$ cat src/rtl/jedro_1_mem_arb_pkg.sv
// Shared types for the jedro_1 memory arbiter.
//   resp_state_e : response FSM states (IDLE, I_RESP, D_RESP)
//   req_id_e     : requester identity, used for the round-robin last-winner
package jedro_1_mem_arb_pkg;

  typedef enum logic [1:0] {
    IDLE   = 2'd0,
    I_RESP = 2'd1,
    D_RESP = 2'd2
  } resp_state_e;

  typedef enum logic {
    REQ_INSTR = 1'b0,
    REQ_DATA  = 1'b1
  } req_id_e;

endpackage

$ cat src/rtl/jedro_1_arb_grant.sv
// Two-requester grant logic for the jedro_1 memory arbiter.
// Ports:
//   i_req, d_req : instruction / data requests (already qualified by reset)
//   last_winner  : requester granted most recently
//   i_gnt, d_gnt : one-hot grants (both 0 when nothing requests)
// Configuration macro JEDRO_1_ARB_RR_EN: when defined, simultaneous requests
// are resolved round-robin (the requester not granted last wins); otherwise
// data has fixed priority over instruction and last_winner is ignored.
module jedro_1_arb_grant
  import jedro_1_mem_arb_pkg::*;
(
  input  logic    i_req,
  input  logic    d_req,
  input  req_id_e last_winner,
  output logic    i_gnt,
  output logic    d_gnt
);

`ifndef JEDRO_1_ARB_RR_EN
  // Fixed priority never looks at the history input.
  logic unused_last_winner;
  assign unused_last_winner = last_winner;
`endif

  always_comb begin
    i_gnt = 1'b0;
    d_gnt = 1'b0;
    if (i_req && d_req) begin
`ifdef JEDRO_1_ARB_RR_EN
      if (last_winner == REQ_DATA) i_gnt = 1'b1;
      else                         d_gnt = 1'b1;
`else
      d_gnt = 1'b1;
`endif
    end else begin
      i_gnt = i_req;
      d_gnt = d_req;
    end
  end

endmodule

$ cat src/rtl/jedro_1_mem_arbiter.sv
// jedro_1_mem_arbiter: shares one single-port byte-write RAM between an
// instruction-fetch port and a data port. Grants are combinational, reads
// return one cycle after grant to the requester that was granted.
// Ports:
//   clk_i, rstn_i                    : clock, synchronous active-low reset
//   i_req_i/i_addr_i                 : fetch request and address
//   i_gnt_o/i_rvalid_o/i_rdata_o     : fetch grant and read response
//   d_req_i/d_we_i/d_be_i/d_addr_i/d_wdata_i : data-port request
//   d_gnt_o/d_rvalid_o/d_rdata_o     : data grant and read response
//   m_en_o/m_we_o/m_addr_o/m_wdata_o : RAM command
//   m_rdata_i                        : RAM read data, one cycle after m_en_o
// Configuration macro JEDRO_1_ARB_RR_EN: round-robin arbitration with a
// last-winner register; undefined gives fixed data-over-instruction priority.
module jedro_1_mem_arbiter
  import jedro_1_mem_arb_pkg::*;
#(
  parameter int DATA_WIDTH = 32,
  parameter int ADDR_WIDTH = 32
) (
  input  logic                    clk_i,
  input  logic                    rstn_i,
  input  logic                    i_req_i,
  input  logic [ADDR_WIDTH-1:0]   i_addr_i,
  output logic                    i_gnt_o,
  output logic                    i_rvalid_o,
  output logic [DATA_WIDTH-1:0]   i_rdata_o,
  input  logic                    d_req_i,
  input  logic                    d_we_i,
  input  logic [DATA_WIDTH/8-1:0] d_be_i,
  input  logic [ADDR_WIDTH-1:0]   d_addr_i,
  input  logic [DATA_WIDTH-1:0]   d_wdata_i,
  output logic                    d_gnt_o,
  output logic                    d_rvalid_o,
  output logic [DATA_WIDTH-1:0]   d_rdata_o,
  output logic                    m_en_o,
  output logic [DATA_WIDTH/8-1:0] m_we_o,
  output logic [ADDR_WIDTH-1:0]   m_addr_o,
  output logic [DATA_WIDTH-1:0]   m_wdata_o,
  input  logic [DATA_WIDTH-1:0]   m_rdata_i
);

  resp_state_e state;
  req_id_e     last_winner;
  logic        i_gnt;
  logic        d_gnt;
  logic        i_rvalid_q;
  logic        d_rvalid_q;

  // Requests are masked during reset so nothing reaches the RAM and no
  // response can be scheduled from a grant in a reset cycle.
  jedro_1_arb_grant u_grant (
    .i_req       (i_req_i & rstn_i),
    .d_req       (d_req_i & rstn_i),
    .last_winner (last_winner),
    .i_gnt       (i_gnt),
    .d_gnt       (d_gnt)
  );

  assign i_gnt_o = i_gnt;
  assign d_gnt_o = d_gnt;

  // RAM command from the winner
  always_comb begin
    m_en_o    = i_gnt | d_gnt;
    m_addr_o  = '0;
    m_wdata_o = '0;
    m_we_o    = '0;
    if (d_gnt) begin
      m_addr_o  = d_addr_i;
      m_wdata_o = d_wdata_i;
      if (d_we_i) m_we_o = d_be_i;
    end else if (i_gnt) begin
      m_addr_o = i_addr_i;
    end
  end

  // Response FSM; rvalid flags are registered alongside the state
  always_ff @(posedge clk_i) begin
    if (!rstn_i) begin
      state      <= IDLE;
      i_rvalid_q <= 1'b0;
      d_rvalid_q <= 1'b0;
    end else if (d_gnt && !d_we_i) begin
      state      <= D_RESP;
      i_rvalid_q <= 1'b0;
      d_rvalid_q <= 1'b1;
    end else if (i_gnt) begin
      state      <= I_RESP;
      i_rvalid_q <= 1'b1;
      d_rvalid_q <= 1'b0;
    end else begin
      state      <= IDLE;
      i_rvalid_q <= 1'b0;
      d_rvalid_q <= 1'b0;
    end
  end

  // A response pending when reset asserts must not escape in that cycle.
  assign i_rvalid_o = i_rvalid_q & rstn_i & (state == I_RESP);
  assign d_rvalid_o = d_rvalid_q & rstn_i & (state == D_RESP);
  assign i_rdata_o  = i_rvalid_o ? m_rdata_i : '0;
  assign d_rdata_o  = d_rvalid_o ? m_rdata_i : '0;

`ifdef JEDRO_1_ARB_RR_EN
  always_ff @(posedge clk_i) begin
    if (!rstn_i)    last_winner <= REQ_INSTR;
    else if (d_gnt) last_winner <= REQ_DATA;
    else if (i_gnt) last_winner <= REQ_INSTR;
  end
`else
  assign last_winner = REQ_INSTR;
`endif

endmodule

$ cat config.mk
export PLATFORM = sky130hd
export DESIGN_NAME = jedro_1_mem_arbiter
export DESIGN_NICKNAME = d
export VERILOG_FILES = /design/src/rtl/jedro_1_mem_arb_pkg.sv /design/src/rtl/jedro_1_arb_grant.sv /design/src/rtl/jedro_1_mem_arbiter.sv
export SDC_FILE = /design/constraint.sdc
export NUM_CORES = 1
export LEC_CHECK = 0
export ABC_AREA = 1
export CELL_PAD_IN_SITES_DETAIL_PLACEMENT = 0
export CELL_PAD_IN_SITES_GLOBAL_PLACEMENT = 1
export CORE_MARGIN = 2
export CORE_UTILIZATION = 10
export CTS_BUF_LIST = sky130_fd_sc_hd__clkbuf_8 sky130_fd_sc_hd__clkbuf_16
export DETAILED_ROUTE_END_ITERATION = 10
export GPL_ROUTABILITY_DRIVEN = 0
export PLACE_DENSITY_LB_ADDON = 0.1
export SYNTH_ARGS = -nofsm -noshare
export SYNTH_HDL_FRONTEND = slang
export SYNTH_SLANG_ARGS = --single-unit
$ cat constraint.sdc
create_clock -name clk_i -period 3.3 [get_ports clk_i]
set_clock_uncertainty 0.2 [all_clocks]
set_input_delay 0.99 -clock clk_i [delete_from_list [all_inputs] [get_ports clk_i]]
set_output_delay 0.99 -clock clk_i [all_outputs]
set_load 0.01 [all_outputs]
==> impl_metrics.yaml <==
die:
  die_y_um: 123
  rows: 43
  core_mm2: 0.0138
  dieArea_mm2: 0.0151
  die_x_um: 123
  ios: 274
  start_util_pct: 10.2
critical_path:
  crit_required_ns: 2.11
  path_max_fanout: 14
  critPathLaunch: "d_req_i"
  critPathTopFamily: "buffers and inverters"
  max_stage_delay_ns: 0.27
  worstSetupPathType: "input port to primary output"
  cp-start-kind: "input port"
  critical_path.endpoint_type: "primary output"
  arrival_ns: 2.06
  cp_cell_sequence: "dlygate4sd2_1 -> buf_4 -> inv_4 -> buf_12 -> nand4_1 -> nand2_1 -> clkdlybuf4s15_1"
  path_buf_inv: 5
  slowest_stage: "dlygate4sd2_1"
synthesis:
  synth_compound_area_share_pct: 0.355
  synth_xor_area_share_pct: 0
  synth_edf_count: 0
  synth_top_family_by_area: "simple AND/OR/NAND/NOR gates"
  synth_seq_cells: 2
  synth_largest_area_cell: "nor2_1"
  synth_fa_ha_area_share_pct: 0
  yosysWarnings: 0
  syn_area_per_cell_um2: 4.64
  synth-simple-area-share_pct: 67.2
  syn_nets: 441
  synth-async-reset-ratio_pct: 0
  netlist.area_leader.share_pct: 18.9
  synthTopCellsByArea: "nor2_1 19%, inv_1 19%, nand2_1 18%, nand4_1 14%, nor2_2 13%"
  muxShareOfSynthArea_pct: 0
  synthFlopType: "dfxtp_1"
  syn_inst: 304
  yosysSeqAreaShare_pct: 2.84
  synth_cell_types: 16
  synth_area_mm2: 0.00141
timing:
  layout_min_cycle_time_ns: 3.25
  setup_viol: 0
  drv_slew: 0
  finalCritPeriodShare_pct: 98.5
  rsz0062_at_grt: "false"
  worst_slew_pin_slew_ns: 0.229
  slew_headroom_pct: 84.7
  hold_viol: 0
  fmax_mhz: 308
global_route:
  grt_pass1_wl_mm: 13.4
  grt_start_max_net_pins: 34
  grt_usage_pct: 11.3
  grt_pass1_vias: 2597
  gr-total-overflow: 0
  antenna_found_initial: 0
routing:
  dr_total_vias: 2749
  drcViolationCount: 0
  wirelength_mm: 9.45
  wl_per_cell_um: 12.5
  first_iter_violations: 72
  ant_nets: 0
  via_per_inst: 3.64
  dr.pass1.iters: 6
layout:
  n_antenna_cell: 0
  utilization_pct: 31.5
  mostFrequentLayoutCell: "clkdlybuf4s50_1"
  design_area_mm2: 0.00436
  final_nets: 715
  fill_cells: 1562
  multi_input_area_um2: 957
  most-common-layout-cells: "134 x clkdlybuf4s50_1, 103 x dlygate4sd2_1, 71 x nor2_1"
  drive_gt1_share_pct: 14.1
  seq_area_um2: 40.0
  area_growth_pct: 209
  finalNonFillerCells: 756
clocking:
  htreeDepth: 1
  cts-root-buf: "clkbuf_16"
  hold_buffers: 0
  clk_path_buf_depth: 2
  clk_pin_slew_ns: 0.03
  cts_tree: "yes"
  cts_buffers: 3
  clock-sinks: 2
flow_run:
  drv_cap: 0
power:
  leakage_nw: 2.60
  power_density_mw_per_mm2: 141
  ir_worst_vdd_v: 0.000125
hold_path:
  min_path_type: "input port to flop"
  hp-start: "d_req_i"
placed_design:
  placed_cell_area_mm2: 0.00444
  port_buffers: 273
  dp_hpwl_mm: 7.72
  place_inst: 751
status:
  status: "finished clean"
[area by class of cell]
cell class / count / area share (%)
flip-flops and latches: 2 / 0.918
well taps: 180 / 5.17
repair buffers: 293 / 64.0
inverters: 71 / 6.23
clock buffers: 3 / 1.72
multi-input cells: 207 / 22.0
[path summary, 6_finish.rpt]
check	slack (ns)	depth (start not counted)	to
max	0.05	7	m_addr_o[20]
min	1.10	3	i_rvalid_q
[repair_timing]
item | in CTS | in global routing
gates resized for setup | 158 | 49
endpoints found under the setup margin | 137 | 32
gates cloned | 2 | 0
buffers inserted | 0 | 0
[logic make-up (layout without fill, tap and decap cells)]
| kind of cell | after synthesis | in the layout |
|---|---|---|
| AO/OA/AOI/OAI | 1 | 1 |
| buffers and inverters | 95 | 367 |
| flip-flops | 2 | 2 |
| AND/OR/NAND/NOR | 206 | 206 |
[sequential cells by signal, indices dropped and copies added, names as in the netlist]
| register | cells |
|---|---|
| i_rvalid_q | 1 |
| state | 1 |
[Yosys cell counts (2+ instances only)]
cell type,count
nor3_1,2
dfxtp_1,2
nor2_2,30
nand4_1,32
buf_6,4
inv_1,70
nand2_1,68
nor2_1,71
buf_4,3
buf_2,16
[routing by layer]
layer | share of wire [%] | track usage (%)
met1 | 36 | 11.9
met2 | 51 | 21.7
met3 | 11 | 2.93
met4 | 1.9 | 3.81
met5 | 0 | 0
[through the flow]
step                      TNS (ns)  total power [mW]  setup slack [ns]  hold slack [ns]
after floorplan                  0             0.162             0.514            0.862
after global placement      -65.57             0.467            -0.590             1.56
after detailed placement    -69.30             0.467            -0.633             1.54
after CTS                        0             0.628           0.00186             1.11
after global routing             0             0.656         0.0000289             1.12
final                            0             0.615            0.0506             1.10
[power by group]
group	internal (mW)	leakage, nW	switching, mW
registers	0.0254	0.0164	0.000660
logic	0.245	2.55	0.162
clock network	0.154	0.0370	0.0276
Note: power is estimated with default switching activity, not from simulation.
